--- src/rtl/hazard_scoreboard.sv ---
// hazard_scoreboard
// Per-register busy scoreboard between ID decode and the pipeline control
// registers. Loads hold their rd busy for LOAD_LAT cycles after issue.
// Long-latency ops (MUL/DIV) hold their rd busy until their writeback.
// RAW and WAW hazards against busy entries raise stall/bubble.
//
// Ports:
//   clk, rst                          clock, synchronous active-high reset
//   id_valid                          ID holds a valid instruction
//   id_rs1/_re, id_rs2/_re            source addresses and read enables
//   id_rd/id_rd_we                    destination address and write enable
//   id_load, id_long                  producer class (mutually exclusive)
//   flush                             ID instruction killed this cycle
//   wb_valid, wb_rd                   long-op writeback
//   stall, bubble                     hold PC/IF_ID, insert NOP into ID_EX
//   long_pending                      at least one long-op entry is busy
//   stall_cnt                         saturating count of stall cycles
module hazard_scoreboard #(
  parameter int REG_NUM   = 32,
  parameter int ADDR_W    = 5,
  parameter int LOAD_LAT  = 1,
  parameter int WB_BYPASS = 1,
  parameter int CNT_W     = 32
) (
  input  logic              clk,
  input  logic              rst,
  input  logic              id_valid,
  input  logic [ADDR_W-1:0] id_rs1,
  input  logic              id_rs1_re,
  input  logic [ADDR_W-1:0] id_rs2,
  input  logic              id_rs2_re,
  input  logic [ADDR_W-1:0] id_rd,
  input  logic              id_rd_we,
  input  logic              id_load,
  input  logic              id_long,
  input  logic              flush,
  input  logic              wb_valid,
  input  logic [ADDR_W-1:0] wb_rd,
  output logic              stall,
  output logic              bubble,
  output logic              long_pending,
  output logic [CNT_W-1:0]  stall_cnt
);

  localparam int   CW           = $clog2(LOAD_LAT + 1);
  localparam int   ADDR_SPAN    = 1 << ADDR_W;
  localparam logic WB_BYPASS_EN = (WB_BYPASS != 0);

  // Entry 0 (x0) is never tracked, so state starts at index 1.
  logic [REG_NUM-1:1] busy_reg;
  logic [REG_NUM-1:1] lng_reg;
  logic [CW-1:0]      cnt_reg [1:REG_NUM-1];
  logic [CNT_W-1:0]   stall_cnt_reg;

  // Effective busy over the whole address space: x0 and addresses past
  // REG_NUM read as free, so the lookups below never index out of range.
  logic [ADDR_SPAN-1:0] eb_ext;

  genvar gi;
  generate
    for (gi = 0; gi < ADDR_SPAN; gi++) begin : g_eb
      if (gi >= 1 && gi < REG_NUM) begin : g_trk
        assign eb_ext[gi] = busy_reg[gi] &
                            ~(WB_BYPASS_EN & wb_valid & lng_reg[gi] &
                              (wb_rd == ADDR_W'(gi)));
      end else begin : g_none
        assign eb_ext[gi] = 1'b0;
      end
    end
  endgenerate

  logic raw1, raw2, waw, issue;

  always_comb begin
    raw1  = id_rs1_re & eb_ext[id_rs1];
    raw2  = id_rs2_re & eb_ext[id_rs2];
    waw   = id_rd_we  & eb_ext[id_rd];
    stall = id_valid & ~flush & (raw1 | raw2 | waw);
    issue = id_valid & ~flush & ~stall & id_rd_we & (id_rd != '0) &
            (id_load | id_long);
  end

  assign bubble       = stall;
  assign long_pending = |(busy_reg & lng_reg);
  assign stall_cnt    = stall_cnt_reg;

  always_ff @(posedge clk) begin
    if (rst) begin
      busy_reg      <= '0;
      lng_reg       <= '0;
      stall_cnt_reg <= '0;
      for (int r = 1; r < REG_NUM; r++) begin
        cnt_reg[r] <= '0;
      end
    end else begin
      for (int r = 1; r < REG_NUM; r++) begin
        // A new issue to r wins over any same-cycle retirement of r.
        if (issue && id_rd == ADDR_W'(r)) begin
          busy_reg[r] <= 1'b1;
          if (id_load) begin
            lng_reg[r] <= 1'b0;
            cnt_reg[r] <= CW'(LOAD_LAT);
          end else begin
            lng_reg[r] <= 1'b1;
          end
        end else if (busy_reg[r] && !lng_reg[r]) begin
          if (cnt_reg[r] == CW'(1)) begin
            busy_reg[r] <= 1'b0;
            cnt_reg[r]  <= '0;
          end else begin
            cnt_reg[r] <= cnt_reg[r] - CW'(1);
          end
        end else if (busy_reg[r] && lng_reg[r] && wb_valid &&
                     wb_rd == ADDR_W'(r)) begin
          busy_reg[r] <= 1'b0;
          lng_reg[r]  <= 1'b0;
        end
      end
      if (stall && stall_cnt_reg != '1) begin
        stall_cnt_reg <= stall_cnt_reg + CNT_W'(1);
      end
    end
  end

endmodule

--- config.mk ---
export PLATFORM = sky130hd
export DESIGN_NAME = hazard_scoreboard
export DESIGN_NICKNAME = d
export VERILOG_FILES = /design/src/rtl/hazard_scoreboard.sv
export SDC_FILE = /design/constraint.sdc
export NUM_CORES = 1
export LEC_CHECK = 0
export ABC_AREA = 1
export CORE_AREA = 2 2 165 207
export CTS_CLUSTER_DIAMETER = 200
export DETAILED_ROUTE_END_ITERATION = 6
export DIE_AREA = 0 0 167 209
export PLACE_DENSITY = 0.48
export SYNTH_ARGS = -nofsm -noshare
export SYNTH_HDL_FRONTEND = slang
export SYNTH_SLANG_ARGS = --single-unit
--- constraint.sdc ---
create_clock -name clk -period 3.4 [get_ports clk]
set_clock_uncertainty 0.2 [all_clocks]
set_input_delay 0.51 -clock clk [delete_from_list [all_inputs] [get_ports clk]]
set_output_delay 0.51 -clock clk [all_outputs]
set_load 0.02 [all_outputs]
==> summary.txt, run 1 <==
Status
  • Status: complete, no violations

Pwr
  • Static leakage: 4.69 nW
  • Seq pwr share: 38.4%
  • Peak supply drop: 302 uV
  • Sw Ratio: 27.4%
  • Logic pwr share: 12.7%
  • P per Cell Area: 350 nW/um^2
  • Internal power: 2.90 mW
  • Psw: 1.09 mW
  • Share of power burned in the clock network: 48.9%

Synth
  • Asr flop ratio synth: 0%
  • Post-synthesis sequential area ratio: 32.1%
  • Ranking of synthesized cells by area: dfxtp_1 21%, nand2_1 17%, nor2_1 11%, edfxtp_1 11%, nand3_1 10%
  • Post-synth EDFFs: 31
  • Mapped Cells: 1462
  • Yosys warnings: 0
  • Ys flop type: dfxtp_1
  • Post-synthesis cell area: 8770 sq um
  • Syn_area_per_cell: 6.00 sq um
  • Synth Register Bits: 125
  • Syn nets: 1493
  • Post-synth top area share: 21.4%
  • Yosys cell types: 32
  • Area leader, netlist: dfxtp_1

STA
  • Setup ws final: 122 ps
  • Max-slew violations: 0
  • RSZ-0062 raised after global routing: false
  • # setup viols final: 0
  • Slew @ Worst Pin: 745 ps
  • Hold Fails Final Rpt: 0
  • Normalized max-slew margin: 49.9%
  • Final Critical Period: 3280 ps
  • Max Clk Rate: 305 MHz
  • Final Cycle Share: 96.4%

Drt
  • Residual DRC count: 0
  • Uppermost routed layer: met4
  • DRT met1 WL: 14200 microns
  • WL/cell: 16.7 microns
  • Vias post-DR: 10.2k
  • Drt pass-1 iters: 7
  • Routed Wire Length: 34000 microns
  • Metal3 WL: 1550 microns
  • Vias per cell: 5.00
  • Initial DRC count: 698
  • Met2 routed WL: 17100 microns
  • Detail Route Antenna Nets: 0

Setup path
  • CP Data Required Time: 2690 ps
  • CP bufs+invs: 5
  • Top delay family on crit path: buffers and inverters
  • Reg2reg start: lng_reg[21]
  • Critical path fanouts, max: 3
  • Crit path cell chain: clkdlybuf4s50_1, inv_1, buf_4, nand3_1, nand3_1, nand3_1, nand3_1, nand2_1, nand2_1, nand3_1, nand3_2, nand2_1, inv_1, buf_4
  • Setup Crit Path Kind: in -> out
  • Critical path launch point: id_rs2[0]
  • Max incr delay on CP: 600 ps
  • Slowest CP cell: clkdlybuf4s50_1
  • Startpoint types: primary input
  • Most used cell along the critical path: nand3_1
  • Worst EP arrival: 2570 ps
  • Setup crit end kind: primary output

CTS
  • Clock tree buffer depth: 2
  • Reg clk slew, reported paths: 60 ps
  • CTS tree: yes
  • Hold_buf cts: 0
  • Setup Fix Bufs, Post-CTS: 0
  • Clk_lat worst skew: 440 ps
  • CTS Buf Count: 17
  • CTS Root Buffer Type: clkbuf_16
  • CTS H-Tree Depth: 4
  • TritonCTS sink count: 125

GRT
  • GRT Util Overall: 19.5%
  • Initial antenna violation count: 0
  • Largest net degree at the start of global routing: 73
  • First-pass GRT wire length: 53000 microns
  • Vias in the first global route: 9867
  • Total grt overflow: 0

Placed design
  • Port buffer count: 64
  • GP Congestion: 0.970
  • Placed Area: 10700 sq um
  • Setup Slack @ Placement: -647 ps
  • Dpl hpwl: 25900 microns

Min path
  • Hold WC Path Type: reg -> reg
  • Hold_sp: stall_cnt[31]

Finish
  • N_diodes: 0
  • P&R area growth vs syn: 30.1%
  • Proportion of layout cells with a drive suffix above 1: 13.1%
  • Final design area excluding fillers: 11400 sq um
  • Fillers: 3685
  • Number of flip-flops in the largest register: 32
  • Final-stage net count: 1631

Floorplan
  • I/O pin cnt: 65
  • # rows: 75
  • Die Ht: 209 microns
  • Core area: 33100 sq um
  • Horiz. Die Dim: 167 microns
  • Initial Utilization: 26.5%
  • DIE AREA: 34900 sq um

Run
  • Max cap viols: 0
==> layout by cell type (no fill, tap or decap), types with 3 or more instances in the layout <==
cell type,count
nand2_2,12
o21ai_0,33
nor2_4,4
a21oi_1,41
buf_12,10
inv_1,146
inv_2,9
xnor2_1,5
nor3_1,28
clkdlybuf4s50_1,53
nand4_1,73
xor2_1,24
dfxtp_1,94
nor2_2,16
nand3_1,183
nand2_1,380
nor4_1,9
edfxtp_1,31
nand3_2,8
buf_4,111
dlygate4sd2_1,5
clkbuf_16,22
clkinv_2,3
o21ai_1,36
nor2_1,248
clkinv_4,3
==> per-stage QoR <==
stage | std cells | util, % | power [mW] | hold slack [ps] | TNS, ps
floorplan | 1462 | - | 1.82 | 318 | 0
global placement | 2004 | 32.2 | 2.06 | 276 | -39550
detailed placement | 2004 | 32.2 | 2.06 | 275 | -39080
CTS | 2036 | 34.3 | 4.04 | 283 | 0
global route | 2036 | 34.5 | 4.13 | 311 | 0
finish | 2036 | 34.5 | 4.00 | 285 | 0
==> worst reg2reg max path, cell delays in order (launching register included) <==
cell     delay [ps]
dfxtp_1         350
inv_1            90
nor2_4          170
nand2_2         130
nand2_1          90
nand2_1          40
o21ai_1          70
nor2_1           50
nor2_1          110
nor2_2           70
buf_4           120
a21oi_1         160
nor2_2           80
nor2_8          140
buf_12          210
nand4_1         200
nand3_1         130
==> per-layer routing <==
layer | up-vias | GRT usage [%]
met2 | 296 | 34.6
met3 | 74 | 3.07
met1 | 4755 | 23.1
met5 | - | 0
met4 | 0 | 8.38
li1 | 5051 | -
==> Yosys cell counts, types with 4 or more instances <==
cell,number
nand2_1,392
nor2_1,264
nand3_1,184
inv_1,148
dfxtp_1,94
nand4_1,73
a21oi_1,41
o21ai_1,36
clkbuf_1,35
o21ai_0,33
edfxtp_1,31
nor3_1,28
xor2_1,24
buf_2,16
inv_2,9
nor4_1,9
nand3_2,7
buf_1,6
buf_4,5
xnor2_1,5
buf_6,4
nor2_2,4
==> worst paths after layout <==
check / end / slack, ps / cells past startpoint
setup / recovery: bubble / 120 / 14
hold / removal: stall_cnt[31] / 280 / 2
setup reg to reg: cnt_reg[0][18] / 710 / 16
hold reg to reg: stall_cnt[31] / 280 / 2
==> power by group through the flow <==
stage	combinational, mW	sequential, mW	clock [mW]
final	0.507	1.54	1.95
after global routing	0.541	1.54	2.05
after CTS	0.501	1.54	2.00
after detailed placement	0.493	1.57	0
after global placement	0.494	1.57	0
after floorplan	0.254	1.57	0
==> cell type report <==
cell class / count / area [sq um] / area share, %
clock inverter: 8 / 60.1 / 0.526
clock buffer: 24 / 578 / 5.06
tap: 423 / 529 / 4.64
inverter: 159 / 602 / 5.27
multi-input combinational: 1112 / 5170 / 45.3
sequential: 125 / 2810 / 24.6
timing repair buffer: 185 / 1670 / 14.6
==> what timing repair did <==
item / in CTS / in global routing
gates resized for setup: 42 / 16
setup endpoints to repair: 2 / 3
pin swaps: 2 / 0
endpoints found under the hold margin: 0 / 0
cloned: 0 / 0
==> cells by family (layout without fill, tap and decap cells) <==
logic type               count (synthesis)  after routing  share of synthesized area (%)
AO/OA/AOI/OAI                          117            117                           6.90
XOR/XNOR                                29             29                           2.89
adder cells (fa/ha/maj)                  1              1                          0.143
buffers and inverters                  225            376                           10.4
flip-flops                             125            125                           32.1
AND/OR/NAND/NOR                        965            965                           47.6
Note: power is estimated with default switching activity, not from simulation.
==> inputs of run 2 (changes only) <==
--- a/config.mk
+++ b/config.mk
@@ -10,7 +10,7 @@
 export CTS_CLUSTER_DIAMETER = 200
 export DETAILED_ROUTE_END_ITERATION = 6
 export DIE_AREA = 0 0 167 209
-export PLACE_DENSITY = 0.48
+export PLACE_DENSITY = 0.53
 export SYNTH_ARGS = -nofsm -noshare
 export SYNTH_HDL_FRONTEND = slang
 export SYNTH_SLANG_ARGS = --single-unit
==> summary.txt, run 2 (synthesis gave the netlist of run 1 again) <==
Floorplan
  • DIE AREA: 34900 sq um
  • Initial Utilization: 26.5%
  • Horiz. Die Dim: 167 microns
  • I/O pin cnt: 65
  • Die Ht: 209 microns
  • # rows: 75
  • Core area: 33100 sq um

Run
  • Max cap viols: 0

CTS
  • CTS tree: yes
  • Clock tree buffer depth: 2
  • CTS H-Tree Depth: 4
  • Clk_lat worst skew: 430 ps
  • TritonCTS sink count: 125
  • CTS Buf Count: 17
  • Reg clk slew, reported paths: 70 ps
  • CTS Root Buffer Type: clkbuf_16

Status
  • Status: complete, no violations

STA
  • Max Clk Rate: 307 MHz
  • Final Cycle Share: 95.8%
  • Hold Slack: 188 ps
  • Hold Fails Final Rpt: 0
  • Slew @ Worst Pin: 825 ps
  • # setup viols final: 0
  • Max-slew violations: 0
  • Normalized max-slew margin: 45.0%
  • Final Critical Period: 3260 ps

Finish
  • Fillers: 3665
  • Most frequent cells in the layout: 373 x nand2_1, 251 x nor2_1, 180 x nand3_1, 144 x inv_1, 113 x buf_4
  • N_diodes: 0
  • Commonest non-fill, non-tap cell in the layout: nand2_1
  • P&R area growth vs syn: 30.6%
  • Final-stage net count: 1632
  • Number of flip-flops in the largest register: 32
  • Core Util, Final: 34.6%
  • Non-filler instance count after layout: 2037
  • Proportion of layout cells with a drive suffix above 1: 13.8%

Setup path
  • R2R setup slack: 530 ps
  • Worst EP arrival: 2550 ps
  • Critical path fanouts, max: 5
  • Slowest CP cell: clkdlybuf4s50_1
  • Most used cell along the critical path: nand2_1
  • Reg2reg start: stall_cnt[0]
  • Reg-to-reg critical path endpoint: stall_cnt[28]
  • Setup crit end kind: primary output
  • Crit path cell chain: nand2_1, nand2_1, a221oi_1, nor4b_2, nand4_1, clkdlybuf4s50_1
  • Max incr delay on CP: 580 ps
  • Setup Crit Path Kind: reg -> out
  • CP Data Required Time: 2690 ps
  • Startpoint types: flop
  • Worst-case reg-to-reg path depth: 9

Min path
  • Min-Delay Endpoint: stall_cnt[1]
  • Hold_sp: rst
  • Hold WC Path Type: in -> reg
  • Hold Path Stages: 4

Drt
  • Vias per cell: 4.96
  • Routed Wire Length: 33800 microns
  • Residual DRC count: 0
  • Detail Route Antenna Nets: 0
  • Drt pass-1 iters: 6
  • Vias post-DR: 10.1k
  • Initial DRC count: 706
  • WL/cell: 16.6 microns

Pwr
  • P per Cell Area: 348 nW/um^2
  • Static leakage: 4.73 nW
  • Internal power: 2.87 mW
  • Total Power: 3.99 mW
  • Share of power burned in the clock network: 48.4%
  • Seq pwr share: 38.5%
  • Sw Ratio: 28.1%
  • Psw: 1.12 mW
  • Peak supply drop: 285 uV
  • Logic pwr share: 13.1%

GRT
  • Largest net degree at the start of global routing: 72
  • GRT Util Overall: 19.5%
  • Initial antenna violation count: 0
  • Vias in the first global route: 9998
  • First-pass GRT wire length: 53600 microns
  • Total grt overflow: 0

Placed design
  • Dpl hpwl: 25200 microns
  • Placed cell count: 2003
  • Port buffer count: 64
  • GP Congestion: 0.948
## run 2: layout make-up
| type | instances | area [sq um] | share of cell area (%) |
|---|---|---|---|
| multi-input combinational | 1112 | 5220 | 45.6 |
| sequential | 125 | 2810 | 24.5 |
| timing repair buffer | 186 | 1680 | 14.7 |
| inverter | 159 | 598 | 5.22 |
| tap | 423 | 529 | 4.62 |
| clock buffer | 21 | 503 | 4.39 |
| clock inverter | 11 | 116 | 1.02 |
## run 2: worst max path at each step
stage                           start           end  slack, ps  cells past startpoint
after floorplan             id_rs1[0]         stall        400                     15
after detailed placement     wb_rd[1]        bubble       -690                     17
after global routing         wb_rd[2]        bubble         -5                     19
final                     busy_reg[1]  long_pending        140                      6
after global placement       wb_rd[1]        bubble       -680                     17
after CTS                    id_rd[1]        bubble         40                     16
## run 2: per-layer routing
layer | up-vias | GRT usage (%) | share of wire (%)
li1 | 5042 | - | -
met1 | 4649 | 23.5 | 42
met2 | 329 | 33.8 | 49
met3 | 79 | 3.26 | 5.0
met4 | 0 | 9.22 | 4.1
met5 | - | 0 | 0
## run 2: critical path, delay by kind of cell, from the launching register on
family                 cells  cell delay [ps]
buffers and inverters      1              580
AO/OA/AOI/OAI              1              500
AND/OR/NAND/NOR            4              670
flip-flops                 1              360
## run 2: power groups by stage
stage	clock network, mW	registers [mW]	logic, mW
after global routing	2.04	1.54	0.556
after detailed placement	0	1.57	0.500
final	1.93	1.54	0.523
after floorplan	0	1.57	0.254
after global placement	0	1.57	0.500
after CTS	1.98	1.54	0.511
## run 2: metrics by stage
stage                     TNS (ps)  instance area (sq um)  setup slack, ps
after floorplan                  0                   8770              401
after global placement      -46590                  10700             -680
after detailed placement    -40140                  10700             -690
after CTS                        0                  11400             38.1
after global routing         -8.86                  11500            -4.69
final                            0                  11500              143
## run 2: what timing repair did
item,CTS,global route
buffers inserted,0,2
resized for setup,51,25
hold buffers,0,0
pin swaps,2,3
endpoints found under the setup margin,2,6
==> inputs of run 3 (changes only) <==
--- a/config.mk
+++ b/config.mk
@@ -5,11 +5,10 @@
 export SDC_FILE = /design/constraint.sdc
 export NUM_CORES = 1
 export LEC_CHECK = 0
-export ABC_AREA = 1
-export CORE_AREA = 2 2 165 207
+export CORE_AREA = 2 2 158 199
 export CTS_CLUSTER_DIAMETER = 200
 export DETAILED_ROUTE_END_ITERATION = 6
-export DIE_AREA = 0 0 167 209
+export DIE_AREA = 0 0 160 201
 export PLACE_DENSITY = 0.53
 export SYNTH_ARGS = -nofsm -noshare
 export SYNTH_HDL_FRONTEND = slang
==> summary.txt, run 3 <==
Status
  • Status: complete, but fails checks
  • Violated checks: setup timing

CTS
  • CTS tree: yes
  • CTS Buf Count: 17
  • TritonCTS sink count: 125
  • Clock tree buffer depth: 2
  • CTS Root Buffer Type: clkbuf_16
  • Clk_lat worst skew: 450 ps
  • Reg clk slew, reported paths: 60 ps
  • CTS H-Tree Depth: 4

Setup path
  • Setup crit end kind: primary output
  • Reg2reg start: lng_reg[11]
  • CP Data Required Time: 2690 ps
  • Reg-to-reg critical path endpoint: cnt_reg[0][24]
  • Startpoint types: primary input
  • R2R setup slack: 70 ps
  • Critical path launch point: id_rs1[2]
  • Worst-case reg-to-reg path depth: 12
  • Setup Crit Path Kind: in -> out
  • Critical path fanouts, max: 6
  • Worst EP arrival: 2810 ps

Placed design
  • Dpl hpwl: 26200 microns
  • GP Congestion: 0.974
  • Port buffer count: 64

STA
  • Slew @ Worst Pin: 750 ps
  • Hold Slack: 260 ps
  • Normalized max-slew margin: 50.0%
  • Hold Fails Final Rpt: 0
  • TNS Setup: -970 ps
  • Max-slew violations: 0
  • Setup ws final: -118 ps
  • Final Cycle Share: 103%
  • RSZ-0062 raised after global routing: true
  • Max Clk Rate: 284 MHz
  • Final Critical Period: 3520 ps
  • # setup viols final: 19

Synth
  • Largest family of logic cells by synthesized area: compound AO/OA/AOI/OAI gates
  • Post-synthesis cell area: 8070 sq um
  • Post-Synth Adder-Cell Area: 0.155%
  • Synth Area in Simple Gates: 24.8%
  • Post-synthesis sequential area ratio: 34.9%
  • Yosys warnings: 0
  • Xor/xnor cell area share of the yosys netlist: 0%
  • Post-synth top area share: 23.3%
  • Synth Register Bits: 125
  • Asr flop ratio synth: 0%
  • Mapped Cells: 1001
  • Syn_area_per_cell: 8.06 sq um
  • Post-synth EDFFs: 31
  • Synth top cells by count: 120 x a21oi_1, 94 x dfxtp_1, 85 x nand3_1, 72 x inv_1, 72 x nand2_1
  • Mux cell area share after synthesis: 5.86%
  • Yosys cell types: 75
  • Ys flop type: dfxtp_1
  • Top-count cell post-synth: a21oi_1
  • Area leader, netlist: dfxtp_1
  • Compound-cell area share of the yosys netlist: 27.1%
  • Ranking of synthesized cells by area: dfxtp_1 23%, edfxtp_1 12%, a21oi_1 7.4%, nand3_1 5.3%, mux2i_1 4.5%
  • Syn nets: 1032

Pwr
  • Peak supply drop: 333 uV
  • P per Cell Area: 317 nW/um^2
  • Sw Ratio: 29.6%
  • Static leakage: 4.64 nW
  • Internal power: 2.83 mW
  • Psw: 1.19 mW
  • Logic pwr share: 15.6%
  • Seq pwr share: 38.4%
  • Share of power burned in the clock network: 46.0%

Floorplan
  • I/O pin cnt: 65
  • # rows: 72
  • DIE AREA: 32200 sq um
  • Initial Utilization: 26.5%
  • Horiz. Die Dim: 160 microns
  • Die Ht: 201 microns
  • Core area: 30400 sq um

Run
  • Max cap viols: 0

GRT
  • First-pass GRT wire length: 54100 microns
  • Largest net degree at the start of global routing: 109
  • Total grt overflow: 0
  • Initial antenna violation count: 0
  • GRT Util Overall: 21.8%
  • Vias in the first global route: 9252

Finish
  • Commonest non-fill, non-tap cell in the layout: buf_4
  • Proportion of layout cells with a drive suffix above 1: 36.9%
  • Final-stage net count: 1323
  • Most frequent cells in the layout: 251 x buf_4, 101 x a21oi_1, 94 x dfxtp_1, 73 x nand3_1, 72 x inv_1
  • N_diodes: 0
  • P&R area growth vs syn: 57.1%
  • Number of flip-flops in the largest register: 32

Drt
  • Vias post-DR: 9523
  • WL/cell: 21.3 microns
  • Initial DRC count: 991
  • Vias per cell: 5.56
  • Residual DRC count: 0
  • Detail Route Antenna Nets: 0
  • Routed Wire Length: 36500 microns
  • Drt pass-1 iters: 6

Min path
  • Hold_sp: rst
  • Min-Delay Endpoint: busy_reg[23]
  • Hold WC Path Type: in -> reg
  • Hold Path Stages: 2
## run 3: cell count changes after synthesis, sizes merged, moves of 23 or more
cell    delta
nand2    -321
nor2     -226
nand3    -106
inv       -85
a21oi     +79
nand4     -60
o21ai     -43
o31ai     +40
mux2i     +36
clkbuf    +25
or4       +25
xor2      -24
o21a      +23
## run 3: repair_timing
action                                  in CTS  in global routing
hold buffers                                 0                  0
cloned                                       3                  3
endpoints found under the setup margin     159                151
pin swaps                                   30                 55
gates resized for setup                    112                122
buffers inserted                            21                 18
## run 3: cell type report
type                    instances  area [sq um]
clock buffers                  20           479
repair buffers                346          2960
fillers                      3070         17800
well taps                     407           509
clock inverters                12          93.8
inverters                      72           270
flip-flops and latches        125          2810
multi-input cells             730          5550
## run 3: power groups by stage
| stage | sequential [mW] | clock [mW] | combinational, mW |
|---|---|---|---|
| detailed placement | 1.58 | 0 | 0.499 |
| global route | 1.55 | 1.92 | 0.658 |
| floorplan | 1.58 | 0 | 0.237 |
| CTS | 1.55 | 1.86 | 0.550 |
| finish | 1.55 | 1.85 | 0.627 |
| global placement | 1.58 | 0 | 0.500 |
## run 3: worst max path at each step
stage	endpoint
final	bubble
after floorplan	lng_reg[21]
after CTS	lng_reg[17]
after detailed placement	lng_reg[21]
after global placement	lng_reg[21]
after global routing	cnt_reg[0][24]
## run 3: per-layer routing
metal	part of all wire (%)	GRT usage, %
met5	0	0
met4	5.8	12.8
met3	5.5	3.68
met2	49	37.6
met1	40	25.4
## run 3: cell families (layout without fill, tap and decap cells)
kind of cell	Yosys count	after routing
simple gates	359	360
flops	125	125
mux	45	45
fa+ha+maj	1	1
buf+inv	147	450
compound gates	324	324
## run 3: metrics by stage
stage / instances / utilization [%] / power (mW) / instance area [sq um] / setup WS (ps)
2_1_floorplan: 1001 / - / 1.81 / 8200 / -47.1
3_3_place_gp: 1638 / 35.8 / 2.08 / 10900 / -1150
3_5_place_dp: 1638 / 35.8 / 2.08 / 10900 / -1110
4_1_cts: 1693 / 39.4 / 3.96 / 12000 / -153
5_1_grt: 1712 / 41.6 / 4.13 / 12700 / -194
6_report: 1712 / 41.6 / 4.02 / 12700 / -118
## run 3: critical path, stage by stage
cell and delay (ps):
clkdlybuf4s50_1 610, buf_4 210, mux2i_1 240, a211oi_2 110
nor4b_2 450, nand3_1 270, a31oi_4 260, buf_6 150
